--- src/rtl/uart_tx_if.sv ---
`default_nettype none
// ============================================================================
//  Module      : uart_tx_if
//  Description : FIFO read port between the TX FIFO and the UART serializer.
//  Revision    : 1.0 - initial release
// ============================================================================
interface uart_tx_if #(
    parameter int DATA_SIZE = 8
) ();
    logic                 fifo_empty;
    logic [DATA_SIZE-1:0] fifo_rd_data;
    logic                 fifo_rd_en;

    // master: the serializer that pops words; slave: the FIFO that supplies them
    modport master (
        input  fifo_empty,
        input  fifo_rd_data,
        output fifo_rd_en
    );

    modport slave (
        output fifo_empty,
        output fifo_rd_data,
        input  fifo_rd_en
    );
endinterface
`default_nettype wire

--- src/rtl/uart_tx.sv ---
`default_nettype none
// ============================================================================
//  Module      : uart_tx
//  Description : UART transmit serializer (start, LSB-first data, 1/2 stop)
//                fed directly from a FIFO, with back-to-back frame support.
//  Revision    : 1.0 - initial release
// ============================================================================
module uart_tx #(
    parameter int DATA_SIZE = 8,
    parameter int DIV_WIDTH = 16
) (
    input  wire                  clock,
    input  wire                  reset,
    input  wire                  tx_en,
    input  wire                  nstop,
    input  wire  [DIV_WIDTH-1:0] div,
    uart_tx_if.master            fifo,
    output logic                 txd,
    output logic                 busy
);

    localparam int c_BIT_W = $clog2(DATA_SIZE + 1);
    localparam logic [c_BIT_W-1:0] c_LAST_DATA_BIT = c_BIT_W'(DATA_SIZE - 1);

    typedef enum logic [1:0] {
        S_IDLE  = 2'd0,
        S_START = 2'd1,
        S_DATA  = 2'd2,
        S_STOP  = 2'd3
    } state_t;

    state_t                 state_q,  state_d;
    logic [DIV_WIDTH-1:0]   baud_q,   baud_d;
    logic [c_BIT_W-1:0]     bit_q,    bit_d;
    logic [DATA_SIZE-1:0]   shift_q,  shift_d;
    logic [DIV_WIDTH-1:0]   div_q,    div_d;
    logic                   nstop_q,  nstop_d;
    logic                   txd_q,    txd_d;
    logic                   busy_q,   busy_d;

    logic w_last_baud;
    logic w_stop_done;
    logic w_pop;

    assign w_last_baud = (baud_q == div_q);
    assign w_stop_done = (state_q == S_STOP) && w_last_baud &&
                         (bit_q == {{(c_BIT_W-1){1'b0}}, nstop_q});
    assign w_pop       = tx_en & ~fifo.fifo_empty &
                         ((state_q == S_IDLE) | w_stop_done);

    assign fifo.fifo_rd_en = w_pop & reset;

    always_comb begin
        state_d = state_q;
        baud_d  = baud_q;
        bit_d   = bit_q;
        shift_d = shift_q;
        div_d   = div_q;
        nstop_d = nstop_q;

        if (w_pop) begin
            // Latch frame settings so mid-frame changes wait for the next word
            state_d = S_START;
            baud_d  = '0;
            bit_d   = '0;
            shift_d = fifo.fifo_rd_data;
            div_d   = div;
            nstop_d = nstop;
        end else begin
            case (state_q)
                S_START: begin
                    if (w_last_baud) begin
                        baud_d  = '0;
                        bit_d   = '0;
                        state_d = S_DATA;
                    end else begin
                        baud_d = baud_q + 1'b1;
                    end
                end
                S_DATA: begin
                    if (w_last_baud) begin
                        baud_d  = '0;
                        shift_d = shift_q >> 1;
                        if (bit_q == c_LAST_DATA_BIT) begin
                            bit_d   = '0;
                            state_d = S_STOP;
                        end else begin
                            bit_d = bit_q + 1'b1;
                        end
                    end else begin
                        baud_d = baud_q + 1'b1;
                    end
                end
                S_STOP: begin
                    if (w_last_baud) begin
                        baud_d = '0;
                        if (w_stop_done) begin
                            bit_d   = '0;
                            state_d = S_IDLE;
                        end else begin
                            bit_d = bit_q + 1'b1;
                        end
                    end else begin
                        baud_d = baud_q + 1'b1;
                    end
                end
                default: begin
                    state_d = S_IDLE;
                end
            endcase
        end

        // Outputs are registered from the next state so txd/busy change at the edge
        case (state_d)
            S_START: txd_d = 1'b0;
            S_DATA:  txd_d = shift_d[0];
            default: txd_d = 1'b1;
        endcase
        busy_d = (state_d != S_IDLE);
    end

    always_ff @(posedge clock or negedge reset) begin
        if (!reset) begin
            state_q <= S_IDLE;
            baud_q  <= '0;
            bit_q   <= '0;
            shift_q <= '0;
            div_q   <= '0;
            nstop_q <= 1'b0;
            txd_q   <= 1'b1;
            busy_q  <= 1'b0;
        end else begin
            state_q <= state_d;
            baud_q  <= baud_d;
            bit_q   <= bit_d;
            shift_q <= shift_d;
            div_q   <= div_d;
            nstop_q <= nstop_d;
            txd_q   <= txd_d;
            busy_q  <= busy_d;
        end
    end

    assign txd  = txd_q;
    assign busy = busy_q;

endmodule
`default_nettype wire

--- src/flat_wrapper.sv ---
// flat-port wrapper written by rule: the top's interface ports become plain ports
module uart_tx_flat 
#(
    parameter int DATA_SIZE = 8,
    parameter int DIV_WIDTH = 16
)
  (clock, reset, tx_en, nstop, div, txd, busy, fifo_fifo_empty, fifo_fifo_rd_data, fifo_fifo_rd_en);
  uart_tx_if #(.DATA_SIZE(DATA_SIZE)) fifo_i ();
  input  wire clock;
  input  wire reset;
  input  wire tx_en;
  input  wire nstop;
  input  wire  [DIV_WIDTH-1:0] div;
  output logic txd;
  output logic busy;
  input wire logic [$bits(fifo_i.fifo_empty)-1:0] fifo_fifo_empty;
  input wire logic [$bits(fifo_i.fifo_rd_data)-1:0] fifo_fifo_rd_data;
  output wire logic [$bits(fifo_i.fifo_rd_en)-1:0] fifo_fifo_rd_en;
  assign fifo_i.fifo_empty = fifo_fifo_empty;
  assign fifo_i.fifo_rd_data = fifo_fifo_rd_data;
  assign fifo_fifo_rd_en = fifo_i.fifo_rd_en;
  uart_tx #(.DATA_SIZE(DATA_SIZE), .DIV_WIDTH(DIV_WIDTH)) u_core (.clock(clock), .reset(reset), .tx_en(tx_en), .nstop(nstop), .div(div), .fifo(fifo_i), .txd(txd), .busy(busy));
endmodule
--- config.mk ---
export PLATFORM = sky130hd
export DESIGN_NAME = uart_tx_flat
export DESIGN_NICKNAME = d
export VERILOG_FILES = /design/src/rtl/uart_tx_if.sv /design/src/rtl/uart_tx.sv /design/src/flat_wrapper.sv
export SDC_FILE = /design/constraint.sdc
export NUM_CORES = 1
export LEC_CHECK = 0
export BUFFER_PORTS_ARGS = -buffer_cell sky130_fd_sc_hd__buf_4
export CORE_MARGIN = 2
export CORE_UTILIZATION = 55
export CTS_BUF_LIST = sky130_fd_sc_hd__clkbuf_8
export CTS_CLUSTER_DIAMETER = 120
export DETAILED_ROUTE_END_ITERATION = 12
export GPL_ROUTABILITY_DRIVEN = 0
export PLACE_DENSITY = 0.76
export SKIP_LAST_GASP = 1
export SLEW_MARGIN = 20
export SYNTH_ARGS = -nofsm -noshare
export SYNTH_HDL_FRONTEND = slang
export SYNTH_SLANG_ARGS = --single-unit
--- constraint.sdc ---
create_clock -name clock -period 4.12 [get_ports clock]
set_input_delay 0.412 -clock clock [delete_from_list [all_inputs] [get_ports clock]]
set_output_delay 0.412 -clock clock [all_outputs]
set_load 0.005 [all_outputs]
; ---- Word-level counts from Yosys, hierarchy flattened
; Cells that the tools add are included.
[classes]
n_addsub = 2
n_reduce_logical = 11
n_eq_ne = 11
bitwise = 5
muxes = 21
[op_table]
columns = operator, count
row1 = 16-bit 2-to-1 mux, 3
row2 = 4-bit 2-to-1 mux, 6
row3 = 8-bit 2-to-1 mux, 3
row4 = "16-bit by 1-bit adder with 16-bit output, second input constant", 1
row5 = 16-bit == test, 1
row6 = 2-bit 2-to-1 mux, 6
row7 = 4-bit one-hot mux with 3 select lines, 1
row8 = "3-bit by 1-bit != test with 1-bit output, second input constant", 3
row9 = 2-bit nonzero test, 4
row10 = "2-bit == test, second input constant", 3
row11 = 2-bit one-hot mux with 3 select lines, 1
row12 = "4-bit by 1-bit adder with 4-bit output, second input constant", 1
row13 = "2-bit by 1-bit == test with 1-bit output, second input constant", 2
row14 = 4-bit by 1-bit == test with 1-bit output, 1
row15 = "4-bit by 3-bit == test with 1-bit output, second input constant", 1
row16 = 4-bit AND reduction, 1
row17 = 4-bit nonzero test, 1
row18 = 1-bit AND, 3
row19 = 3-bit OR reduction, 1
row20 = 1-bit logical AND, 2
row21 = 2-bit logical NOT, 1
row22 = 1-bit one-hot mux with 2 select lines, 1
row23 = 2-bit AND reduction, 1
row24 = 1-bit inverter, 1
row25 = 1-bit OR, 1
[totals]
word_cells = 59
register_bits = 49
inputBits = 29

; ---- Logic depth before layout (Yosys ltp)
[depth]
word_depth = 9
depth_mapped = 9

; ---- Least setup slack after synthesis
; Ideal clock, no wire load.
[synth_path]
path_kind = register to output
from = register u_core.baud_q[0]
to = output fifo_fifo_rd_en
slack_ns = 1.700
path_buffers = 1
stages_incl_launch_ff = 7
arrival_time_ns = 2.008
cell_sequence = dfrtp_1 -> xor2_1 -> nor4_1 -> nand4_2 -> o41ai_4 -> clkbuf_2 -> and2_1
[synth_via]
elab_chain_len = 6
[synth_lines]
columns = item, line
row1 = from (decl), uart_tx.sv:33  ; logic [DIV_WIDTH-1:0] baud_q, baud_d;
row2 = from (signal assigned), uart_tx.sv:134  ; baud_q <= baud_d;
row3 = 16-bit == test, uart_tx.sv:45  ; assign w_last_baud = (baud_q == div_q);
row4 = 1-bit logical AND (2 in a row), uart_tx.sv:46  ; assign w_stop_done = (state_q == S_STOP) && w_last_baud &&
row5 = 1-bit OR, uart_tx.sv:49  ; ((state_q == S_IDLE) | w_stop_done);
row6 = 1-bit AND, uart_tx.sv:48  ; assign w_pop = tx_en & ~fifo.fifo_empty &
row7 = 1-bit AND, uart_tx.sv:51  ; assign fifo.fifo_rd_en = w_pop & reset;
row8 = to (decl), flat_wrapper.sv:18  ; output wire logic [$bits(fifo_i.fifo_rd_en)-1:0] fifo_fifo_rd_en;
; No other way between the ends.

; ---- Worst setup path in the final report
; Ends and elaborated chain as after synthesis.

==> results.yml <==
global_route:
  grt_pass1_vias: 1719
  grt_pass1_wl_um: 7935
  grt_max_degree: 51
  grtUsageTotal_pct: 19.61
  overflow: 0
  antenna_found_initial: 0
worst_setup_path:
  critPathKind: "reg -> out"
  cp.required_ns: 3.71
  cp.arrival_ns: 2.78
  worstRegToRegCells: 6
  rr_startpoint: "u_core.baud_q[0]"
  reg2reg_slack_ns: 1.13
  endpoint_kind: "output port"
  cp_max_fo: 13
  reg2reg_to: "u_core.div_q[1]"
  worstSetupEndpoint: "fifo_fifo_rd_en"
  crit_start: "u_core.baud_q[0]"
  worst_setup_path_start_kind: "flip-flop"
pwr:
  pwr-share-comb_pct: 15.8
  leakage_uw: 0.001452
  p_sw_uw: 272.9
  ir_worst_vdd_mv: 0.2255
  pwr-share-seq_pct: 56.9
  p_int_uw: 735.5
  clock_power_share_pct: 27.3
  p_per_area_mw_per_mm2: 342.1
  p_sw_share_pct: 27.06
final_layout:
  diodes: 0
  nFillCells: 390
  regArea_mm2: 0.001227
  multi_input_area_mm2: 0.001291
  final_nets: 312
  drive_gt1_share_pct: 23.27
  areaGrowthSynthToFinish_pct: 13.38
logic_synthesis:
  synth_edf_count: 0
  synth-seq-cells: 49
  synth_area_leaders: "dfrtp_1 (46%), xor2_1 (8.4%), mux2_2 (7.4%)"
  yosysTopAreaCellShare_pct: 46.20
  synth_cells: 241
  syn_nets: 279
  syn_area_per_cell_um2: 10.79
  synthFlopType: "dfrtp_1"
  syn_area_mm2: 0.002600
  synth_cell_types: 44
  synth_seq_area_share_pct: 47.21
  synthArstFlopShare_pct: 100.0
  synth.largest_area_cell: "dfrtp_1"
  yosysWarnings: 0
  synth.most_common_cell: "dfrtp_1"
  synth_commonest_cells: "dfrtp_1 (48), xor2_1 (25), nand2_1 (22), nor2_1 (21), mux2_2 (17)"
routing:
  vias_per_cell: 5.474
  dr.first_iter.drc_count: 122
  finalWirelength_um: 4682
  num_vias: 1801
  ant_nets: 0
  post_drt_wl_per_cell_um: 14.23
  dr.pass1.iters: 4
  drcViolationCount: 0
cts:
  cts_buffer_depth: 2
  clkTransAtPathRegs_ns: 0.09
  cts_tree: "yes"
  clk_latency_ns: 0.31
  cts_sinks: 49
  ctsHoldBuffers: 0
  cts_resized: 0
  htreeDepth: 2
  root_buffer: "clkbuf_8"
  cts_made_buffers: 5
  post-cts-setup-buffers: 0
die:
  die_h_um: 72.76
  ios: 32
  fp.dieW_um: 72.76
  coreArea_mm2: 0.004629
  initial_core_util_pct: 56.16
  die-area_mm2: 0.005293
  rows: 25
placed_design:
  port_buffers: 31
  dpl.hpwl_um: 3343
  dp_slack_ns: 1.145
sta:
  tightest_slew_ns: 0.9233
  report.final.hold_viol_count: 0
  slew_headroom_pct: 38.03
  holdWs_ns: 0.1057
  fin_tns_setup_ns: 0
  max_freq_mhz: 313.5
  fin_skew_ns: 0.008248
  finalMaxSlewViolations: 0
  setup_ws_ns: 0.9305
  setup-violations-final: 0
  period_needed_ns: 3.189
  period_share_pct: 77.41
  grt_setup_unrepaired: "false"
status:
  outcome: "finished, final reports clean"
worst_hold_path:
  hold_class: "in -> async"
run:
  cap_viol_max_count: 0
## kinds of logic after synthesis
kind of cell               count (synthesis)  share of synthesized area, %
DFF                                       49                         47.21
muxes                                     25                         10.44
AOI/OAI and AO/OA                         35                         10.35
xor gates and xnor gates                  30                         10.11
and+or+nand+nor                           78                         14.44
adders and majority gates                  9                         4.331
buffers and inverters                     15                         3.127
## worst max-delay path: stages, from the launching register on
cell	delay, ns
dfrtp_1	0.46
xor2_1	0.19
nor4_1	0.38
nand4_2	0.33
o41ai_4	0.78
and2_1	0.22
buf_4	0.11
## stage by stage
step / area (µm²) / util [%] / std cells / power (µW)
global placement: 2864 / 61.86 / 321 / 738.0
detailed placement: 2864 / 61.86 / 321 / 743.2
CTS: 2948 / 63.68 / 329 / 1018
finish: 2948 / 63.68 / 329 / 1008
global route: 2948 / 63.68 / 329 / 1066
floorplan: 2600 / - / 241 / 682.4
## metal layers
layer	up-vias	global-route usage, %	wire (µm)
li1	903	-	-
met1	858	27.73	2315
met2	32	29.39	2094
met3	8	4.144	178
met4	0	8.230	93
met5	-	0	0
## registers in the layout (all words and copies together) (netlist names)
register        count
u_core.baud_q      16
u_core.div_q       16
u_core.shift_q      8
u_core.bit_q        4
u_core.state_q      2
u_core.busy         1
u_core.nstop_q      1
u_core.txd          1
## power groups by stage
stage	clock [µW]	combinational [µW]	sequential [µW]
2_1_floorplan	0	111	571
3_3_place_gp	0	157	581
3_5_place_dp	0	159	584
4_1_cts	283	161	574
5_1_grt	305	180	581
6_report	276	159	574
## layout make-up
type / instances / share of cell area (%)
flip-flops and latches: 49 / 41.64
repair buffers: 33 / 8.404
well taps: 54 / 2.292
clock inverters: 3 / 0.5093
multi-input cells: 177 / 43.80
inverters: 8 / 1.019
clock buffers: 5 / 2.334
## placed cells by master (no fill, tap or decap), types with 2 or more instances in the layout
master,Yosys,routed
dfrtp_1,48,48
buf_4,2,33
xor2_1,25,25
nand2_1,22,22
nor2_1,21,21
mux2_2,17,17
o21ai_0,15,14
inv_1,8,10
nand3_1,10,10
ha_1,9,9
mux2i_1,8,8
xnor2_1,5,5
clkbuf_8,0,5
nor4_1,4,4
or2_2,4,4
nand2b_1,3,3
a21o_1,3,3
nor3_1,3,3
a2111oi_0,3,3
o2111ai_1,2,2
and3_1,2,2
nand4_1,2,2
a211o_1,2,2
## worst min-delay path by stage
stage          startpoint          endpoint  slack (ns)  depth (start not counted)
6_report            reset  u_core.baud_q[6]        0.11                          1
5_1_grt             reset   u_core.div_q[5]        0.15                          1
4_1_cts             reset  u_core.baud_q[4]        0.13                          1
3_3_place_gp        reset  u_core.baud_q[4]        0.47                          1
2_1_floorplan       reset  u_core.baud_q[0]        0.12                          0
3_5_place_dp        reset  u_core.baud_q[4]        0.47                          1
No activity file was read; power rests on OpenSTA's default activity.
